## src/rtl/ifft_pipe_ctrl_if.sv

```systemverilog
// Handshake and status bundle between the IFFT sample front end and the pipeline controller.
interface ifft_pipe_ctrl_if #(
    parameter int STAGES = 6
);
    logic              in_valid;
    logic              in_sop;
    logic [STAGES-2:0] twiddle_active;
    logic              out_valid;
    logic              out_sop;
    logic              out_eop;
    logic              busy;
    logic              err;

    modport master (
        output in_valid, in_sop,
        input  twiddle_active, out_valid, out_sop, out_eop, busy, err
    );

    modport slave (
        input  in_valid, in_sop,
        output twiddle_active, out_valid, out_sop, out_eop, busy, err
    );
endinterface

```

## src/rtl/ifft_pipe_ctrl.sv

```systemverilog
// Frame controller for a radix-2 SDF IFFT pipeline: tracks every in-flight frame by its age
// and emits per-stage twiddle start pulses plus the framed output window.
module ifft_pipe_ctrl #(
    parameter int NFFT   = 64,
    parameter int STAGES = 6,
    parameter int PIPE   = 1
) (
    input  logic            clk,
    input  logic            rst,
    ifft_pipe_ctrl_if.slave bus
);
    localparam int LT    = (NFFT - 1) + STAGES * PIPE;
    localparam int LIFE  = LT + NFFT;
    localparam int NSLOT = (LIFE - 1) / NFFT + 1;
    localparam int AGE_W = $clog2(LIFE);
    localparam int CNT_W = $clog2(NFFT + 1);
    localparam int PTR_W = (NSLOT > 1) ? $clog2(NSLOT) : 1;

    typedef enum logic [1:0] {IDLE, RUN, DRAIN} state_t;

    // Age (cycles after frame start) at which stage s kicks off its twiddle address generator.
    function automatic int twiddle_age(input int s);
        int acc;
        acc = (s - 1) * PIPE + (NFFT >> s);
        for (int i = 1; i < s; i++) acc += NFFT >> i;
        return acc;
    endfunction

    state_t            state_reg, state_next;
    logic [CNT_W-1:0]  in_cnt_reg, in_cnt_next;
    logic [PTR_W-1:0]  alloc_ptr_reg, alloc_ptr_next;
    logic [PTR_W-1:0]  cur_ptr_reg, cur_ptr_next;
    logic [NSLOT-1:0]  slot_active_reg, slot_active_next;
    logic [AGE_W-1:0]  slot_age_reg  [NSLOT];
    logic [AGE_W-1:0]  slot_age_next [NSLOT];
    logic              start, abort, err_next;

    logic [STAGES-2:0] tw_next, tw_reg;
    logic [NSLOT-1:0]  vld_hit, sop_hit, eop_hit;
    logic              out_valid_reg, out_sop_reg, out_eop_reg, busy_reg, err_reg;

    always_comb begin
        state_next     = state_reg;
        in_cnt_next    = in_cnt_reg;
        alloc_ptr_next = alloc_ptr_reg;
        cur_ptr_next   = cur_ptr_reg;
        start          = 1'b0;
        abort          = 1'b0;
        err_next       = 1'b0;
        case (state_reg)
            IDLE, DRAIN: start = bus.in_valid && bus.in_sop;
            RUN: begin
                if (in_cnt_reg == CNT_W'(NFFT)) begin
                    if (bus.in_valid && bus.in_sop) begin
                        start = 1'b1;
                    end else begin
                        err_next   = bus.in_valid;
                        state_next = DRAIN;
                    end
                end else if (!bus.in_valid) begin
                    err_next   = 1'b1;
                    abort      = 1'b1;
                    state_next = DRAIN;
                    // The aborted frame is always the newest allocation; hand its slot back.
                    alloc_ptr_next = cur_ptr_reg;
                end else begin
                    err_next    = bus.in_sop;
                    in_cnt_next = in_cnt_reg + 1'b1;
                end
            end
            default: state_next = IDLE;
        endcase

        if (start) begin
            state_next     = RUN;
            in_cnt_next    = CNT_W'(1);
            cur_ptr_next   = alloc_ptr_reg;
            alloc_ptr_next = (alloc_ptr_reg == PTR_W'(NSLOT - 1)) ? '0 : alloc_ptr_reg + 1'b1;
        end

        for (int k = 0; k < NSLOT; k++) begin
            slot_active_next[k] = slot_active_reg[k] && (slot_age_reg[k] != AGE_W'(LIFE - 1));
            slot_age_next[k]    = slot_active_reg[k] ? slot_age_reg[k] + 1'b1 : slot_age_reg[k];
            if (start && alloc_ptr_reg == PTR_W'(k)) begin
                slot_active_next[k] = 1'b1;
                slot_age_next[k]    = '0;
            end
            if (abort && cur_ptr_reg == PTR_W'(k)) slot_active_next[k] = 1'b0;
        end

        if (state_next == DRAIN && slot_active_next == '0) state_next = IDLE;
    end

    for (genvar gi = 1; gi < STAGES; gi++) begin : g_tw
        localparam int TW_AGE = twiddle_age(gi);
        logic [NSLOT-1:0] hit;
        for (genvar gk = 0; gk < NSLOT; gk++) begin : g_slot
            assign hit[gk] = slot_active_next[gk] && (slot_age_next[gk] == AGE_W'(TW_AGE));
        end
        assign tw_next[gi-1] = |hit;
    end

    for (genvar gi = 0; gi < NSLOT; gi++) begin : g_win
        assign vld_hit[gi] = slot_active_next[gi] && (slot_age_next[gi] >= AGE_W'(LT));
        assign sop_hit[gi] = slot_active_next[gi] && (slot_age_next[gi] == AGE_W'(LT));
        assign eop_hit[gi] = slot_active_next[gi] && (slot_age_next[gi] == AGE_W'(LIFE - 1));
    end

    always_ff @(posedge clk or negedge rst) begin
        if (!rst) begin
            state_reg       <= IDLE;
            in_cnt_reg      <= '0;
            alloc_ptr_reg   <= '0;
            cur_ptr_reg     <= '0;
            slot_active_reg <= '0;
            for (int k = 0; k < NSLOT; k++) slot_age_reg[k] <= '0;
            tw_reg          <= '0;
            out_valid_reg   <= 1'b0;
            out_sop_reg     <= 1'b0;
            out_eop_reg     <= 1'b0;
            busy_reg        <= 1'b0;
            err_reg         <= 1'b0;
        end else begin
            state_reg       <= state_next;
            in_cnt_reg      <= in_cnt_next;
            alloc_ptr_reg   <= alloc_ptr_next;
            cur_ptr_reg     <= cur_ptr_next;
            slot_active_reg <= slot_active_next;
            for (int k = 0; k < NSLOT; k++) slot_age_reg[k] <= slot_age_next[k];
            tw_reg          <= tw_next;
            out_valid_reg   <= |vld_hit;
            out_sop_reg     <= |sop_hit;
            out_eop_reg     <= |eop_hit;
            busy_reg        <= |slot_active_next;
            err_reg         <= err_next;
        end
    end

    assign bus.twiddle_active = tw_reg;
    assign bus.out_valid      = out_valid_reg;
    assign bus.out_sop        = out_sop_reg;
    assign bus.out_eop        = out_eop_reg;
    assign bus.busy           = busy_reg;
    assign bus.err            = err_reg;
endmodule

```

## src/flat_wrapper.sv

```systemverilog
// flat-port wrapper written by rule: the top's interface ports become plain ports
module ifft_pipe_ctrl_flat 
#(
    parameter int NFFT   = 64,
    parameter int STAGES = 6,
    parameter int PIPE   = 1
)
  (clk, rst, bus_in_valid, bus_in_sop, bus_twiddle_active, bus_out_valid, bus_out_sop, bus_out_eop, bus_busy, bus_err);
  ifft_pipe_ctrl_if #(.STAGES(STAGES)) bus_i ();
  input  logic clk;
  input  logic rst;
  input wire logic [$bits(bus_i.in_valid)-1:0] bus_in_valid;
  input wire logic [$bits(bus_i.in_sop)-1:0] bus_in_sop;
  output wire logic [$bits(bus_i.twiddle_active)-1:0] bus_twiddle_active;
  output wire logic [$bits(bus_i.out_valid)-1:0] bus_out_valid;
  output wire logic [$bits(bus_i.out_sop)-1:0] bus_out_sop;
  output wire logic [$bits(bus_i.out_eop)-1:0] bus_out_eop;
  output wire logic [$bits(bus_i.busy)-1:0] bus_busy;
  output wire logic [$bits(bus_i.err)-1:0] bus_err;
  assign bus_i.in_valid = bus_in_valid;
  assign bus_i.in_sop = bus_in_sop;
  assign bus_twiddle_active = bus_i.twiddle_active;
  assign bus_out_valid = bus_i.out_valid;
  assign bus_out_sop = bus_i.out_sop;
  assign bus_out_eop = bus_i.out_eop;
  assign bus_busy = bus_i.busy;
  assign bus_err = bus_i.err;
  ifft_pipe_ctrl #(.NFFT(NFFT), .STAGES(STAGES), .PIPE(PIPE)) u_core (.clk(clk), .rst(rst), .bus(bus_i));
endmodule
```

## config.mk

```make
export PLATFORM = sky130hd
export DESIGN_NAME = ifft_pipe_ctrl_flat
export DESIGN_NICKNAME = d
export VERILOG_FILES = /design/src/rtl/ifft_pipe_ctrl_if.sv /design/src/rtl/ifft_pipe_ctrl.sv /design/src/flat_wrapper.sv
export SDC_FILE = /design/constraint.sdc
export NUM_CORES = 1
export LEC_CHECK = 0
export CAP_MARGIN = 20
export CORE_UTILIZATION = 60
export DETAILED_ROUTE_END_ITERATION = 12
export PLACE_DENSITY_LB_ADDON = 0.3
export SLEW_MARGIN = 0
export SYNTH_ARGS = -nofsm -noshare
export SYNTH_HDL_FRONTEND = slang
export SYNTH_SLANG_ARGS = --single-unit
```

## constraint.sdc

```tcl
create_clock -name clk -period 5.8 [get_ports clk]
set_clock_uncertainty 0.05 [all_clocks]
set_input_delay 1.16 -clock clk [delete_from_list [all_inputs] [get_ports clk]]
set_output_delay 1.16 -clock clk [all_outputs]
set_load 0.005 [all_outputs]
```

==> impl_metrics.env, run 1 <==
export IMPL_run_status="complete, no violations"
export IMPL_wl_um=7347
export IMPL_relSlewSlack_pct=52.13
export IMPL_place_area_um2=3381
export IMPL_filler_cell_count=403
export IMPL_ir_drop_mv=0.2258
export IMPL_regArea_um2=1251
export IMPL_dr_pass1_iters=5
export IMPL_die_area_um2=5770
export IMPL_detailedRoute_firstIterationViolations=306
export IMPL_cp_required_ns=5.93
export IMPL_root_buffer="clkbuf_8"
export IMPL_wl_per_cell_um=17.01
export IMPL_synth_cell_type_count=64
export IMPL_cts_tree="built"
export IMPL_drv_slew=0
export IMPL_min_period_ns=3.070
export IMPL_io_pins=14
export IMPL_track_usage_pct=26.75
export IMPL_path_clk_slew_ns=0.09
export IMPL_critical_path_class="input port to flip-flop"
export IMPL_syn_to_final_growth_pct=6.977
export IMPL_n_antenna_cell=0
export IMPL_antenna_found_initial=0
export IMPL_yosysTopAreaCell="dfrtp_1"
export IMPL_maxCapViolations=0
export IMPL_setup_viol=0
export IMPL_start_util_pct=63.45
export IMPL_ctsHoldBuffers=0
export IMPL_vias=2710
export IMPL_async_flop_share_pct=100.0
export IMPL_hpwl_um=5341
export IMPL_grt_pass1_vias=2601
export IMPL_fmax_ghz=0.3257
export IMPL_end_kind="flip-flop"
export IMPL_yosysSeqAreaShare_pct=38.12
export IMPL_syn_area_um2=3282
export IMPL_worstSkewPairLatency_ns=0.31
export IMPL_core_area_um2=5172
export IMPL_synth_avg_cell_area_um2=9.116
export IMPL_largest_reg_flops=24
export IMPL_nets=373
export IMPL_hold_viol=0
export IMPL_numCtsBuffers=5
export IMPL_p_leak_nw=1.510
export IMPL_crit_arrival_ns=3.20
export IMPL_drtAntennaViolNets=0
export IMPL_worst_hold_slack_ns=0.4734
export IMPL_path_cells="clkdlybuf4s50_1, or4b_1, a211oi_2, a211oi_2, and4b_1, o2bb2a_1, o41ai_1"
export IMPL_grt_pass1_wl_um=12350
export IMPL_synth_top_area_share_pct=38.12
export IMPL_h_tree_depth=2
export IMPL_path_max_fanout=7
export IMPL_max_stage_delay_ns=0.57
export IMPL_ys_warn_count=0
export IMPL_die_w_um=75.96
export IMPL_grt_overflow_total=0
export IMPL_post_cts_buffers=0
export IMPL_rows=26
export IMPL_multi_input_area_um2=1861
export IMPL_finalCritPeriodShare_pct=52.93
export IMPL_worstMarginPinSlew_ns=0.7088
export IMPL_drc=0
export IMPL_critPathSlowestCell="or4b_1"
export IMPL_power_density_nw_per_um2=493.1
export IMPL_synth_commonest_cells="50 x dfrtp_1, 44 x nor2_1, 28 x nand2_1"
export IMPL_hp_class="flip-flop to flip-flop"
export IMPL_cp_common_cell="a211oi_2"
export IMPL_grt_max_degree=51
export IMPL_synth_most_common_cell="dfrtp_1"
export IMPL_io_buffers=13
export IMPL_gp_congestion=0.9064
export IMPL_synth_cells=360
export IMPL_synth_nets=372
export IMPL_synth_edf_count=0
export IMPL_die_y_um=75.96
export IMPL_setup_tns_ns=0
export IMPL_synth_seq_cells=50
export IMPL_cts_resized=0
export IMPL_start_kind="input port"
export IMPL_yosys_top_cells_area="dfrtp_1 38%, nor2_1 5.0%, xnor2_1 4.0%, xor2_1 4.0%, nand2_1 3.2%"
export IMPL_drive_gt1_share_pct=6.906
export IMPL_avgViaCountPerCell=6.273
export IMPL_rsz0062_at_grt="no"
export IMPL_final_area_um2=3511
export IMPL_numClockSinks=50
export IMPL_synth_flop_cell="dfrtp_1"
export IMPL_cts_buffer_depth=2
## cell type report
cell class / instances / share of cell area, %
Clock buffer: 6 / 2.067
Tap cell: 70 / 2.495
Sequential cell: 50 / 35.64
Multi-Input combinational cell: 275 / 52.99
Clock inverter: 2 / 1.069
Inverter: 15 / 1.604
Timing Repair Buffer: 14 / 4.134
## cells in the final DEF, fill, tap and decap left out, drive strengths merged, types with 3 or more instances in the layout
cell type / Yosys / routed
and4: 5 / 5
nand4b: 3 / 3
dfrtp: 50 / 50
xor2: 15 / 15
a211o: 6 / 6
a21o: 3 / 3
nor3: 12 / 12
o22ai: 6 / 6
nor2b: 3 / 3
nand4bb: 3 / 3
nand2b: 5 / 5
nor4b: 3 / 3
nand2: 28 / 28
nand3b: 3 / 3
and2: 6 / 6
nor2: 44 / 44
a211oi: 4 / 4
o211ai: 3 / 3
nand4: 14 / 14
xnor2: 15 / 15
a31oi: 4 / 4
nor3b: 4 / 4
clkbuf: 12 / 6
or3: 3 / 3
a21oi: 6 / 6
ha: 8 / 8
nand3: 12 / 12
mux2i: 5 / 5
and3: 5 / 5
inv: 15 / 15
or4: 5 / 5
o21ai: 8 / 8
clkdlybuf4s50: 0 / 12
o41ai: 5 / 5
## worst max-delay path, delay by kind of cell
family	cells	cell delay, ns
compound gates	4	0.72
simple gates	2	0.82
buf+inv	1	0.50
## metal layers
metal  part of all wire (%)  up-vias  track usage (%)  wire length, µm
li1                       -     1304                -                -
met3                    4.0       15            4.337              296
met1                     45     1317            35.92             3342
met5                      0        -                0                0
met4                    2.3        0            10.00              172
met2                     48       74            43.64             3536
## path summary, 6_finish.rpt
| path | slack [ns] | end | from | cells past startpoint |
|---|---|---|---|---|
| max | 2.73 | u_core.bus.twiddle_active[4] | bus_in_valid | 7 |
| max reg2reg | 3.15 | u_core.bus.twiddle_active[3] | u_core.slot_age_reg[16] | 7 |
| min reg2reg | 0.47 | u_core.in_cnt_reg[0] | u_core.in_cnt_reg[0] | 1 |
| min | 0.47 | u_core.in_cnt_reg[0] | u_core.in_cnt_reg[0] | 1 |
| max in group asynchronous | 4.47 | u_core.slot_active_reg[1] | rst | 2 |
| min in group asynchronous | 0.71 | u_core.slot_age_reg[3] | rst | 1 |
## metrics by stage
step                std cells  total power, mW  utilization, %  setup WS, ns
floorplan                 360            1.280               -         3.112
global placement          423            1.437           65.36         2.500
detailed placement        423            1.463           65.36         2.441
CTS                       431            1.714           67.49         2.766
global route              432            1.854           67.88         2.611
finish                    432            1.731           67.88         2.730
## cells by family after synthesis
kind of cell             count (synthesis)  share of synthesized area, %
AND/OR/NAND/NOR                        169                         28.98
AO/OA/AOI/OAI                           61                         14.45
flip-flops                              50                         38.12
buffers and inverters                   35                         5.185
XOR/XNOR                                30                         8.006
adder cells (fa/ha/maj)                  8                         3.050
multiplexers                             7                         2.211
## report_power, final
group	total (mW)	switching (mW)	leakage (nW)	internal [mW]
Clock	0.247	0.118	0.0514	0.129
Sequential	0.689	0.226	0.644	0.463
Combinational	0.795	0.463	0.814	0.332
No activity file was read; power rests on OpenSTA's default activity.
==> run 2: changes to the inputs <==
- CORE_UTILIZATION: 60 -> 55
- clock period: 5.8 -> 2.6 ns (I/O delays scaled with it)
==> impl_metrics.env, run 2 (same netlist as run 1, synthesis figures left out) <==
export IMPL_path_cells="buf_4, inv_1, ha_1, or3b_2, a21oi_1, nor4b_1, nand3_1, o311ai_1"
export IMPL_drc=0
export IMPL_dp_slack_ns=-0.09517
export IMPL_seq_power_share_pct=35.7
export IMPL_grt_overflow_total=0
export IMPL_layout_common_cells="50 x dfrtp_1, 44 x nor2_1, 28 x nand2_1, 26 x buf_4"
export IMPL_fmax_ghz=0.4130
export IMPL_start_kind="flip-flop"
export IMPL_report_power_total_mw=4.048
export IMPL_die_area_um2=6280
export IMPL_vias=2827
export IMPL_numCtsBuffers=5
export IMPL_critical_path_depth=8
export IMPL_hpwl_um=5652
export IMPL_avgViaCountPerCell=6.159
export IMPL_largest_reg_flops=24
export IMPL_detailedRoute_firstIterationViolations=202
export IMPL_post_cts_buffers=0
export IMPL_cp_required_ns=2.74
export IMPL_n_antenna_cell=0
export IMPL_grt_pass1_wl_um=12950
export IMPL_stdcell_count=459
export IMPL_comb_power_share_pct=51.9
export IMPL_relSlewSlack_pct=57.63
export IMPL_critical_path_class="flip-flop to flip-flop"
export IMPL_end_kind="flip-flop"
export IMPL_root_buffer="clkbuf_8"
export IMPL_r2r_end="u_core.bus.out_sop"
export IMPL_worstMarginPinSlew_ns=0.6356
export IMPL_ff2ff_path_depth=8
export IMPL_wl_per_cell_um=16.81
export IMPL_r2r_start="u_core.slot_age_reg[16]"
export IMPL_die_y_um=79.25
export IMPL_netSwitchingPower_mw=1.874
export IMPL_io_pins=14
export IMPL_critPathSlowestCell="or3b_2"
export IMPL_numClockSinks=50
export IMPL_ir_drop_mv=0.5211
export IMPL_crit_family="simple AND/OR/NAND/NOR gates"
export IMPL_r2r_setup_slack_ns=0.18
export IMPL_grt_max_degree=51
export IMPL_io_buffers=13
export IMPL_intPower_mw=2.174
export IMPL_cts_tree="built"
export IMPL_path_max_fanout=10
export IMPL_mostFrequentLayoutCell="dfrtp_1"
export IMPL_final_core_util_pct=65.18
export IMPL_h_tree_depth=2
export IMPL_setup_tns_ns=0
export IMPL_place_area_um2=3578
export IMPL_finalWorstSetupSlack_ns=0.1786
export IMPL_power_density_nw_per_um2=1101
export IMPL_hp_class="input port to asynchronous set/reset pin"
export IMPL_start_util_pct=58.17
export IMPL_gp_congestion=0.9472
export IMPL_finalCritPeriodShare_pct=93.13
export IMPL_grt_pass1_vias=2704
export IMPL_dr_pass1_iters=5
export IMPL_syn_to_final_growth_pct=12.05
export IMPL_run_status="complete, no violations"
export IMPL_wl_um=7717
export IMPL_final_area_um2=3677
export IMPL_p_leak_nw=1.623
export IMPL_drive_gt1_share_pct=13.18
export IMPL_hold_viol=0
export IMPL_worst_hold_slack_ns=0.2453
export IMPL_place_inst=451
export IMPL_swShare_pct=46.29
export IMPL_die_w_um=79.25
export IMPL_antenna_found_initial=0
export IMPL_min_period_ns=2.421
export IMPL_drtAntennaViolNets=0
export IMPL_cts_resized=0
export IMPL_maxCapViolations=0
export IMPL_track_usage_pct=26.45
export IMPL_cts_buffer_depth=2
export IMPL_path_buf_inv=2
export IMPL_core_area_um2=5642
export IMPL_path_clk_slew_ns=0.11
export IMPL_max_stage_delay_ns=0.47
export IMPL_ctsHoldBuffers=0
export IMPL_rsz0062_at_grt="no"
export IMPL_crit_arrival_ns=2.56
export IMPL_rows=27
export IMPL_drv_slew=0
export IMPL_setup_viol=0
export IMPL_power_frac_clock_pct=12.4
export IMPL_nets=398
export IMPL_worstSkewPairLatency_ns=0.32
run 2: worst max-delay path by stage:
stage                                        from                      endpoint  slack [ns]
after floorplan           u_core.slot_age_reg[17]  u_core.bus.twiddle_active[3]        0.32
after global placement               bus_in_valid  u_core.bus.twiddle_active[4]       -0.04
after detailed placement             bus_in_valid           u_core.state_reg[1]        -0.1
after CTS                    u_core.in_cnt_reg[0]            u_core.bus.out_eop        0.22
after global routing      u_core.slot_age_reg[16]  u_core.bus.twiddle_active[3]        0.06
final                     u_core.slot_age_reg[16]            u_core.bus.out_sop        0.18
run 2: worst reg2reg max path, stage by stage, from the launching register on:
cell and delay (ns):
dfrtp_1 0.36, buf_4 0.18, inv_1 0.08, ha_1 0.34
or3b_2 0.47, a21oi_1 0.27, nor4b_1 0.32, nand3_1 0.12
o311ai_1 0.12
run 2: layout make-up:
cell class / count / area (µm²)
clock buffer: 6 / 82.58
timing repair buffer: 39 / 320.3
sequential: 50 / 1251
fill: 463 / 1964
tap: 72 / 90.09
inverter: 15 / 56.30
clock inverter: 2 / 16.27
multi-input combinational: 275 / 1861
run 2: per-layer routing:
layer | GRT usage [%] | up-vias | part of all wire (%)
met1 | 34.97 | 1385 | 46
met4 | 10.91 | 0 | 2.5
met3 | 4.253 | 18 | 3.4
met2 | 42.93 | 65 | 48
met5 | 0 | - | 0
li1 | - | 1359 | -
run 2: power groups by stage:
stage	clock network, mW	logic (mW)	registers (mW)
global placement	0	1.99	1.42
finish	0.503	2.10	1.44
CTS	0.514	2.07	1.43
floorplan	0	1.61	1.24
detailed placement	0	2.05	1.45
global route	0.540	2.31	1.49
